[config.mk]
export PLATFORM = sky130hd
export DESIGN_NAME = sc1602_lcd_ctrl
export DESIGN_NICKNAME = d
export VERILOG_FILES = /design/src/rtl/sc1602_lcd_ctrl.sv
export SDC_FILE = /design/constraint.sdc
export NUM_CORES = 1
export LEC_CHECK = 0
export BUFFER_PORTS_ARGS = -buffer_cell sky130_fd_sc_hd__buf_2
export CAP_MARGIN = 40
export CORE_MARGIN = 2
export CORE_UTILIZATION = 57
export DETAILED_ROUTE_END_ITERATION = 6
export PLACE_DENSITY = 0.76
export SLEW_MARGIN = 30
export SYNTH_ARGS = -nofsm -noshare
export SYNTH_HDL_FRONTEND = slang
export SYNTH_SLANG_ARGS = --single-unit
[constraint.sdc]
create_clock -name clk -period 3.14 [get_ports clk]
set_input_delay 0.628 -clock clk [delete_from_list [all_inputs] [get_ports clk]]
set_output_delay 0.628 -clock clk [all_outputs]
set_load 0.03 [all_outputs]
[src/rtl/sc1602_lcd_ctrl.sv]
// HD44780-compatible 4-bit controller for the SC1602 16x2 LCD.
// Runs the power-on init sequence, then sends command/data bytes taken over a
// valid/ready port as two nibble strobes with fixed timing (busy flag never read).
module sc1602_lcd_ctrl #(
    parameter int unsigned CLK_MHZ = 27,
    parameter int unsigned PON_US  = 50000,
    parameter int unsigned T_AS    = 2,
    parameter int unsigned T_EW    = 12,
    parameter int unsigned T_AH    = 2,
    parameter int unsigned CMD_US  = 40,
    parameter int unsigned CLR_US  = 1640
) (
    input  logic       clk,
    input  logic       rst_n,
    input  logic       wr_valid,
    input  logic       wr_rs,
    input  logic [7:0] wr_data,
    output logic       wr_ready,
    output logic       init_done,
    output logic       lcd_rs,
    output logic       lcd_rw,
    output logic       lcd_e,
    output logic [3:0] lcd_db,
    output logic [4:0] dbg_state
);

    // Fixed HD44780 init delays.
    localparam int unsigned I0W_US = 4100;
    localparam int unsigned I1W_US = 100;

    // The wait counter must hold the longest of all waits.
    localparam int unsigned MAX_A  = (PON_US > I0W_US) ? PON_US : I0W_US;
    localparam int unsigned MAX_B  = (MAX_A > CLR_US) ? MAX_A : CLR_US;
    localparam int unsigned MAX_US = (MAX_B > CMD_US) ? MAX_B : CMD_US;
    localparam int unsigned CNT_W  = $clog2(MAX_US * CLK_MHZ + 1);

    localparam logic [CNT_W-1:0] PON_LAST = CNT_W'(PON_US * CLK_MHZ - 1);
    localparam logic [CNT_W-1:0] I0W_LAST = CNT_W'(I0W_US * CLK_MHZ - 1);
    localparam logic [CNT_W-1:0] I1W_LAST = CNT_W'(I1W_US * CLK_MHZ - 1);
    localparam logic [CNT_W-1:0] CMD_LAST = CNT_W'(CMD_US * CLK_MHZ - 1);
    localparam logic [CNT_W-1:0] CLR_LAST = CNT_W'(CLR_US * CLK_MHZ - 1);

    // Strobe sub-counter: setup (E=0), pulse (E=1), hold (E=0).
    localparam int unsigned      STB_LEN   = T_AS + T_EW + T_AH;
    localparam int unsigned      SUB_W     = $clog2(STB_LEN + 1);
    localparam logic [SUB_W-1:0] STB_LAST  = SUB_W'(STB_LEN - 1);
    localparam logic [SUB_W-1:0] E_ON      = SUB_W'(T_AS);
    localparam logic [SUB_W-1:0] E_OFF     = SUB_W'(T_AS + T_EW);

    localparam logic [2:0] ROM_LEN = 3'd5;

    typedef enum logic [4:0] {
        StPon   = 5'd0,
        StI0    = 5'd1,
        StI0w   = 5'd2,
        StI1    = 5'd3,
        StI1w   = 5'd4,
        StI2    = 5'd5,
        StI2w   = 5'd6,
        StI3    = 5'd7,
        StI3w   = 5'd8,
        StLoad  = 5'd9,
        StHi    = 5'd10,
        StLo    = 5'd11,
        StWait  = 5'd12,
        StIdle  = 5'd13
    } state_e;

    state_e           state_q, state_d;
    logic [CNT_W-1:0] cnt_q, cnt_d;
    logic [SUB_W-1:0] sub_q, sub_d;
    logic [2:0]       rom_idx_q, rom_idx_d;
    logic [7:0]       data_q, data_d;
    logic             rs_q, rs_d;
    logic             init_done_q, init_done_d;

    logic             in_strobe;
    logic             in_wait;
    logic             strobe_last;
    logic             wait_hit;
    logic             is_clr;
    logic [CNT_W-1:0] wait_last;

    // Init command ROM: function set, display off, clear, entry mode, display on.
    function automatic logic [7:0] init_rom(input logic [2:0] idx);
        case (idx)
            3'd0:    return 8'h28;
            3'd1:    return 8'h08;
            3'd2:    return 8'h01;
            3'd3:    return 8'h06;
            default: return 8'h0C;
        endcase
    endfunction

    // Clear and return-home need the long post-command delay.
    assign is_clr      = !rs_q && (data_q[7:2] == 6'd0) && (data_q[1:0] != 2'd0);
    assign strobe_last = (sub_q == STB_LAST);
    assign wait_hit    = (cnt_q == wait_last);

    // Classify the current state and pick the terminal count for the wait states.
    always_comb begin
        in_strobe = 1'b0;
        in_wait   = 1'b0;
        wait_last = CMD_LAST;
        case (state_q)
            StPon:  begin in_wait = 1'b1; wait_last = PON_LAST; end
            StI0w:  begin in_wait = 1'b1; wait_last = I0W_LAST; end
            StI1w,
            StI2w:  begin in_wait = 1'b1; wait_last = I1W_LAST; end
            StI3w:  begin in_wait = 1'b1; wait_last = CMD_LAST; end
            StWait: begin in_wait = 1'b1; wait_last = is_clr ? CLR_LAST : CMD_LAST; end
            StI0, StI1, StI2, StI3, StHi, StLo: in_strobe = 1'b1;
            default: ;
        endcase
    end

    // Next-state, counter and byte-capture logic.
    always_comb begin
        state_d     = state_q;
        rom_idx_d   = rom_idx_q;
        data_d      = data_q;
        rs_d        = rs_q;
        cnt_d       = '0;
        sub_d       = '0;

        if (in_wait && !wait_hit) begin
            cnt_d = cnt_q + 1'b1;
        end
        if (in_strobe && !strobe_last) begin
            sub_d = sub_q + 1'b1;
        end

        case (state_q)
            StPon:  if (wait_hit)    state_d = StI0;
            StI0:   if (strobe_last) state_d = StI0w;
            StI0w:  if (wait_hit)    state_d = StI1;
            StI1:   if (strobe_last) state_d = StI1w;
            StI1w:  if (wait_hit)    state_d = StI2;
            StI2:   if (strobe_last) state_d = StI2w;
            StI2w:  if (wait_hit)    state_d = StI3;
            StI3:   if (strobe_last) state_d = StI3w;
            StI3w:  if (wait_hit)    state_d = StLoad;
            StLoad: begin
                data_d    = init_rom(rom_idx_q);
                rs_d      = 1'b0;
                rom_idx_d = rom_idx_q + 1'b1;
                state_d   = StHi;
            end
            StHi:   if (strobe_last) state_d = StLo;
            StLo:   if (strobe_last) state_d = StWait;
            StWait: begin
                if (wait_hit) begin
                    state_d = (rom_idx_q < ROM_LEN) ? StLoad : StIdle;
                end
            end
            StIdle: begin
                if (wr_valid) begin
                    data_d  = wr_data;
                    rs_d    = wr_rs;
                    state_d = StHi;
                end
            end
            default: state_d = StPon;
        endcase

        init_done_d = init_done_q | (state_d == StIdle);
    end

    // State and datapath registers; reset restarts the whole init sequence.
    always_ff @(posedge clk or negedge rst_n) begin
        if (!rst_n) begin
            state_q     <= StPon;
            cnt_q       <= '0;
            sub_q       <= '0;
            rom_idx_q   <= '0;
            data_q      <= '0;
            rs_q        <= 1'b0;
            init_done_q <= 1'b0;
        end else begin
            state_q     <= state_d;
            cnt_q       <= cnt_d;
            sub_q       <= sub_d;
            rom_idx_q   <= rom_idx_d;
            data_q      <= data_d;
            rs_q        <= rs_d;
            init_done_q <= init_done_d;
        end
    end

    // Pin drive decoded from registered state, so reset clears E without waiting for a clock.
    always_comb begin
        lcd_rs = 1'b0;
        lcd_db = 4'h0;
        case (state_q)
            StI0, StI1, StI2: lcd_db = 4'h3;
            StI3:             lcd_db = 4'h2;
            StHi:   begin lcd_rs = rs_q; lcd_db = data_q[7:4]; end
            StLo:   begin lcd_rs = rs_q; lcd_db = data_q[3:0]; end
            default: ;
        endcase
        lcd_e     = in_strobe && (sub_q >= E_ON) && (sub_q < E_OFF);
        lcd_rw    = 1'b0;
        wr_ready  = (state_q == StIdle);
        init_done = init_done_q;
        dbg_state = state_q;
    end

endmodule

==> impl_metrics.env, run 1 <==
export IMPL_synth_avg_cell_area_um2=8.65
export IMPL_num_antenna_cells=0
export IMPL_clk_insertion_delay_late_ps=300
export IMPL_grt_first_pass_wirelength_um=9630
export IMPL_critical_path_endpoint_type="flop"
export IMPL_final_number_of_max_transition_violations=0
export IMPL_finalCriticalPeriod_ps=2910
export IMPL_vdd_drop_max_mv=0.232
export IMPL_cts_resized=0
export IMPL_cts_buffers_inserted=5
export IMPL_drt_antenna_violating_nets=0
export IMPL_netlist_area_mm2=0.00258
export IMPL_io_buffers=24
export IMPL_layout_cells_most_common_list="47 x sky130_fd_sc_hd__nor2_1, 44 x sky130_fd_sc_hd__dfrtp_1, 36 x sky130_fd_sc_hd__nand2_1, 23 x sky130_fd_sc_hd__buf_2, 19 x sky130_fd_sc_hd__o21ai_0"
export IMPL_synth_yosys_seq_area_share_pct=42.7
export IMPL_finish_cell_count_without_fillers=373
export IMPL_p_leak_nw=1.25
export IMPL_core_area_mm2=0.00435
export IMPL_clock_tree_buffer_depth=2
export IMPL_synth_edf_count=0
export IMPL_most_common_cell_after_layout_fill_and_taps_aside="sky130_fd_sc_hd__nor2_1"
export IMPL_dp_hpwl_um=3960
export IMPL_fraction_of_layout_instances_using_a_drive_strength_above_1_pct=12.1
export IMPL_hold_path_class="in2async"
export IMPL_cts_hold_buffers=0
export IMPL_dp_cells=365
export IMPL_cts_num_sinks=44
export IMPL_clock_skew_ps=5.81
export IMPL_timing_critical_path_required_ps=3330
export IMPL_postSynth_topFlopCell="sky130_fd_sc_hd__dfrtp_1"
export IMPL_arrival_time_reported_for_the_critical_path_endpoint_ps=3100
export IMPL_finalCoreUtilization_pct=64.7
export IMPL_grt_setup_unrepaired="false"
export IMPL_dieHeight_um=71.2
export IMPL_max_slew_margin_pct=45.1
export IMPL_grt_antenna_before_repair=0
export IMPL_wl_per_cell_um=15.1
export IMPL_synth_warnings=0
export IMPL_timing_final_crit_share_pct=92.8
export IMPL_tritoncts="built"
export IMPL_drt_iter0_markers=274
export IMPL_detailedRoute_firstPassIterationCount=4
export IMPL_clk_pin_slew_worst_paths_ps=80
export IMPL_cp_start_kind="flop"
export IMPL_crit_type="reg2reg"
export IMPL_areaGrowthSynthToFinish_pct=9.37
export IMPL_nets=341
export IMPL_postRouteWirelength_um=5630
export IMPL_fin_tns_setup_ps=0
export IMPL_place_congestion=0.820
export IMPL_core_rowCount=24
export IMPL_worst_pin_slew_ps=812
export IMPL_drv_max_cap_violation_count=0
export IMPL_residual_drc=0
export IMPL_grt_overflow_total=0
export IMPL_timing_final_setup_violations=0
export IMPL_crit_fanout=14
export IMPL_yosys_cell_types_count=45
export IMPL_dieWidth_um=71.2
export IMPL_clk_root_buffer_cell="sky130_fd_sc_hd__clkbuf_8"
export IMPL_via_count=2145
export IMPL_initial_core_util_pct=59.2
export IMPL_number_of_storage_elements_in_the_synthesis_netlist=44
export IMPL_cts_max_level=2
export IMPL_cts_setup_buffers=0
export IMPL_number_of_global_route_vias_before_repair=1984
export IMPL_grt_usage_pct=24.1
export IMPL_synthArstFlopShare_pct=100
export IMPL_grt_max_degree=45
export IMPL_drt_vias_per_instance=5.75
export IMPL_power_per_cell_area_mw_per_mm2=351
export IMPL_run_status="complete, no violations"
export IMPL_fmax_mhz=343
export IMPL_area_enclosed_by_the_die_boundary_mm2=0.00507
export IMPL_design_power_total_mw=0.990
export IMPL_post_synth_inst_count=298
export IMPL_hold_slack_ps=311
export IMPL_num_io_pins=26
export IMPL_hold_viol=0
## flip-flops by register name (all words and copies together) (netlist names)
| register | count |
|---|---|
| rom_idx_q | 3 |
| dbg_state | 5 |
| data_q | 8 |
| rs_q | 1 |
| init_done | 1 |
| sub_q | 5 |
| cnt_q | 21 |
## path summary, 6_finish.rpt
path / startpoint / endpoint / slack [ps] / cells after the start
min in group clk: cnt_q[0] / cnt_q[0] / 490 / 1
worst max-delay path: dbg_state[2] / dbg_state[2] / 230 / 7
worst min register to register: cnt_q[0] / cnt_q[0] / 490 / 1
max in group asynchronous: rst_n / rom_idx_q[1] / 2450 / 1
worst max register to register: dbg_state[2] / dbg_state[2] / 230 / 7
worst min-delay path: rst_n / cnt_q[5] / 310 / 1
## cell type report
type	instances	area, um2
Inverter	12	45.0
Sequential cell	44	1100
Timing Repair Buffer	29	160
Tap cell	52	65.1
Fill cell	376	1540
Clock buffer	8	90.1
Multi-Input combinational cell	228	1360
## power breakdown
group | switching [mW] | internal (mW) | total (mW)
registers | 0.00559 | 0.570 | 0.576
clock network | 0.191 | 0.180 | 0.371
logic | 0.0295 | 0.0139 | 0.0435
## Yosys cell counts (6+ instances only)
master / count / area (um2)
sky130_fd_sc_hd__a21oi_1: 10 / 50.1
sky130_fd_sc_hd__and3_1: 8 / 50.1
sky130_fd_sc_hd__clkbuf_1: 6 / 22.5
sky130_fd_sc_hd__dfrtp_1: 44 / 1100
sky130_fd_sc_hd__ha_1: 9 / 113
sky130_fd_sc_hd__inv_1: 11 / 41.3
sky130_fd_sc_hd__mux2i_1: 8 / 80.1
sky130_fd_sc_hd__nand2_1: 36 / 135
sky130_fd_sc_hd__nand3_1: 11 / 55.1
sky130_fd_sc_hd__nor2_1: 47 / 176
sky130_fd_sc_hd__nor2b_1: 6 / 37.5
sky130_fd_sc_hd__nor3_1: 7 / 35.0
sky130_fd_sc_hd__o21ai_0: 19 / 95.1
sky130_fd_sc_hd__xnor2_1: 11 / 96.3
sky130_fd_sc_hd__xor2_1: 13 / 114
## through the flow
stage	instance area (um2)	setup WS, ps
floorplan	2580	411
global placement	2720	407
detailed placement	2730	225
CTS	2820	218
global route	2820	78.6
finish	2820	226
## metal layers
metal	up-vias	global-route usage, %	share of wire [%]
met2	65	34.4	46
met1	1009	36.5	47
met5	-	0	0
li1	1061	-	-
met4	0	8.60	1.5
met3	10	4.92	5.6
## logic make-up after synthesis
group	share of synthesized area, %
other cells	0.146
mux	3.11
compound gates	10.7
fa+ha+maj	4.37
buf+inv	4.91
xor+xnor	8.16
simple gates	25.8
flops	42.7
## worst max-delay path, cell delays in order (launching register included)
cell and delay [ps]:
sky130_fd_sc_hd__dfrtp_1 600, sky130_fd_sc_hd__nor4b_1 720, sky130_fd_sc_hd__mux2i_1 180, sky130_fd_sc_hd__a2111oi_0 410, sky130_fd_sc_hd__o21ai_1 170, sky130_fd_sc_hd__a211o_1 320, sky130_fd_sc_hd__nor4bb_1 130, sky130_fd_sc_hd__a211o_1 270
Power figures use the tool's default switching activity.
==> inputs of run 2 (changes only) <==
--- a/config.mk
+++ b/config.mk
@@ -10,7 +10,7 @@
 export CORE_MARGIN = 2
 export CORE_UTILIZATION = 57
 export DETAILED_ROUTE_END_ITERATION = 6
-export PLACE_DENSITY = 0.76
+export PLACE_DENSITY_LB_ADDON = 0.25
 export SLEW_MARGIN = 30
 export SYNTH_ARGS = -nofsm -noshare
 export SYNTH_HDL_FRONTEND = slang
==> impl_metrics.env, run 2 (synthesis results as in run 1) <==
export IMPL_run_status="complete, no violations"
export IMPL_power_frac_clock_pct=35.0
export IMPL_number_of_global_route_vias_before_repair=1965
export IMPL_place_congestion=0.800
export IMPL_layout_cells_most_common_list="47 x sky130_fd_sc_hd__nor2_1, 44 x sky130_fd_sc_hd__dfrtp_1, 36 x sky130_fd_sc_hd__nand2_1, 24 x sky130_fd_sc_hd__buf_2, 19 x sky130_fd_sc_hd__o21ai_0"
export IMPL_grt_util_met2_pct=32.0
export IMPL_worst_setup_path_startpoint="dbg_state[1]"
export IMPL_filler_cell_count=382
export IMPL_num_io_pins=26
export IMPL_areaGrowthSynthToFinish_pct=8.64
export IMPL_hold_viol=0
export IMPL_finalCriticalPeriod_ps=2790
export IMPL_cts_buffers_inserted=5
export IMPL_clk_pin_slew_worst_paths_ps=80
export IMPL_seqPwrFrac_pct=60.4
export IMPL_tritoncts="built"
export IMPL_clock_skew_ps=5.50
export IMPL_initial_core_util_pct=59.2
export IMPL_layout_top_registers="cnt_q (21), data_q (8)"
export IMPL_drt_iter0_markers=229
export IMPL_cp_start_kind="flop"
export IMPL_detailedRoute_firstPassIterationCount=4
export IMPL_timing_critical_path_required_ps=2510
export IMPL_grt_max_degree=45
export IMPL_power_per_cell_area_mw_per_mm2=340
export IMPL_cts_hold_buffers=0
export IMPL_final_seq_area_mm2=0.00110
export IMPL_max_slew_margin_pct=55.7
export IMPL_fin_tns_setup_ps=0
export IMPL_residual_drc=0
export IMPL_groute_layer_met1_usage_pct=33.9
export IMPL_hold_path_class="in2async"
export IMPL_dp_hpwl_um=3870
export IMPL_grt_usage_pct=22.4
export IMPL_dieHeight_um=71.2
export IMPL_p_comb_share_pct=4.6
export IMPL_clk_root_buffer_cell="sky130_fd_sc_hd__clkbuf_8"
export IMPL_drt_antenna_violating_nets=0
export IMPL_dieWidth_um=71.2
export IMPL_core_area_mm2=0.00435
export IMPL_postRouteWirelength_um=5370
export IMPL_grt_overflow_total=0
export IMPL_grt_antenna_before_repair=0
export IMPL_gr_usage_met3_pct=4.92
export IMPL_timing_rr_start="dbg_state[2]"
export IMPL_clk_insertion_delay_late_ps=290
export IMPL_worst_pin_slew_ps=656
export IMPL_area_enclosed_by_the_die_boundary_mm2=0.00507
export IMPL_cts_resized=0
export IMPL_largest_register="cnt_q"
export IMPL_timing_final_setup_violations=0
export IMPL_cts_setup_buffers=0
export IMPL_grt_first_pass_wirelength_um=9000
export IMPL_internal_power_mw=0.735
export IMPL_power_switching_mw=0.216
export IMPL_fmax_mhz=358
export IMPL_grt_setup_unrepaired="false"
export IMPL_drv_max_cap_violation_count=0
export IMPL_most_common_cell_after_layout_fill_and_taps_aside="sky130_fd_sc_hd__nor2_1"
export IMPL_final_number_of_max_transition_violations=0
export IMPL_cts_num_sinks=44
export IMPL_nets=341
export IMPL_cts_max_level=2
export IMPL_clock_tree_buffer_depth=2
export IMPL_crit_type="reg2out"
export IMPL_wl_per_cell_um=14.4
export IMPL_fraction_of_layout_instances_using_a_drive_strength_above_1_pct=11.9
export IMPL_arrival_time_reported_for_the_critical_path_endpoint_ps=2160
export IMPL_switching_share_pct=22.7
export IMPL_timing_final_crit_share_pct=88.8
export IMPL_io_buffers=24
export IMPL_vdd_drop_max_mv=0.208
export IMPL_p_leak_nw=1.25
export IMPL_placement_cell_area_mm2=0.00272
export IMPL_via_count=2131
export IMPL_core_rowCount=24
export IMPL_critical_path_endpoint_type="output port"
export IMPL_multi_input_area_mm2=0.00135
export IMPL_grt_busiest_layer="met1"
export IMPL_stdcell_area_mm2=0.00280
export IMPL_largest_register_ff_count=21
export IMPL_crit_fanout=14
export IMPL_num_antenna_cells=0
export IMPL_drt_vias_per_instance=5.73
==> run 2: changes by cell type in the layout (fill, tap and decap cells not counted) <==
cell	change
sky130_fd_sc_hd__clkbuf_8	-1
sky130_fd_sc_hd__a21oi_2	-1
sky130_fd_sc_hd__buf_4	-1
sky130_fd_sc_hd__buf_2	+1
sky130_fd_sc_hd__clkbuf_1	-1
sky130_fd_sc_hd__a21oi_1	+1
sky130_fd_sc_hd__clkinv_2	+1
==> run 2: path summary, 6_finish.rpt <==
path	cells after the start	endpoint	slack, ps
setup / recovery	5	lcd_db[0]	350
hold / removal	1	cnt_q[9]	320
setup reg to reg	7	dbg_state[2]	460
hold reg to reg	1	cnt_q[0]	490
max in group asynchronous	1	rs_q	2450
min in group clk	1	cnt_q[0]	490
==> run 2: layer usage <==
metal	part of all wire, %	wire length [um]	vias up
met5	0	0	-
met4	1.4	74	0
met3	5.5	296	7
met2	44	2350	47
met1	49	2640	1020
li1	-	-	1057
==> run 2: power groups by stage <==
| stage | logic (mW) | registers [mW] | clock network, mW |
|---|---|---|---|
| after floorplan | 0.0210 | 0.586 | 0 |
| after global placement | 0.0447 | 0.585 | 0 |
| after detailed placement | 0.0450 | 0.586 | 0 |
| after CTS | 0.0451 | 0.574 | 0.343 |
| after global routing | 0.0503 | 0.575 | 0.366 |
| final | 0.0441 | 0.574 | 0.333 |
==> run 2: stage by stage <==
stage / util (%) / cells / power, mW / hold slack [ps] / worst slack, ps
floorplan: - / 299 / 0.607 / 332 / 411
global placement: 62.3 / 364 / 0.630 / 467 / 485
detailed placement: 62.5 / 365 / 0.631 / 464 / 542
CTS: 64.3 / 372 / 0.962 / 338 / 366
global route: 64.3 / 372 / 0.991 / 366 / 219
finish: 64.3 / 372 / 0.951 / 319 / 350
==> run 2: critical path, cell delays in order (launching register included) <==
cell,delay [ps]
sky130_fd_sc_hd__dfrtp_1,630
sky130_fd_sc_hd__nor2b_1,380
sky130_fd_sc_hd__nand2_1,150
sky130_fd_sc_hd__or2_2,340
sky130_fd_sc_hd__o21ai_0,160
sky130_fd_sc_hd__buf_2,210
==> run 2: layout make-up <==
cell class / count / share of cell area, %
Multi-Input combinational cell: 228 / 48.3
Sequential cell: 44 / 39.3
Timing Repair Buffer: 29 / 5.63
Clock buffer: 6 / 2.59
Tap cell: 52 / 2.32
Inverter: 12 / 1.61
Clock inverter: 1 / 0.179
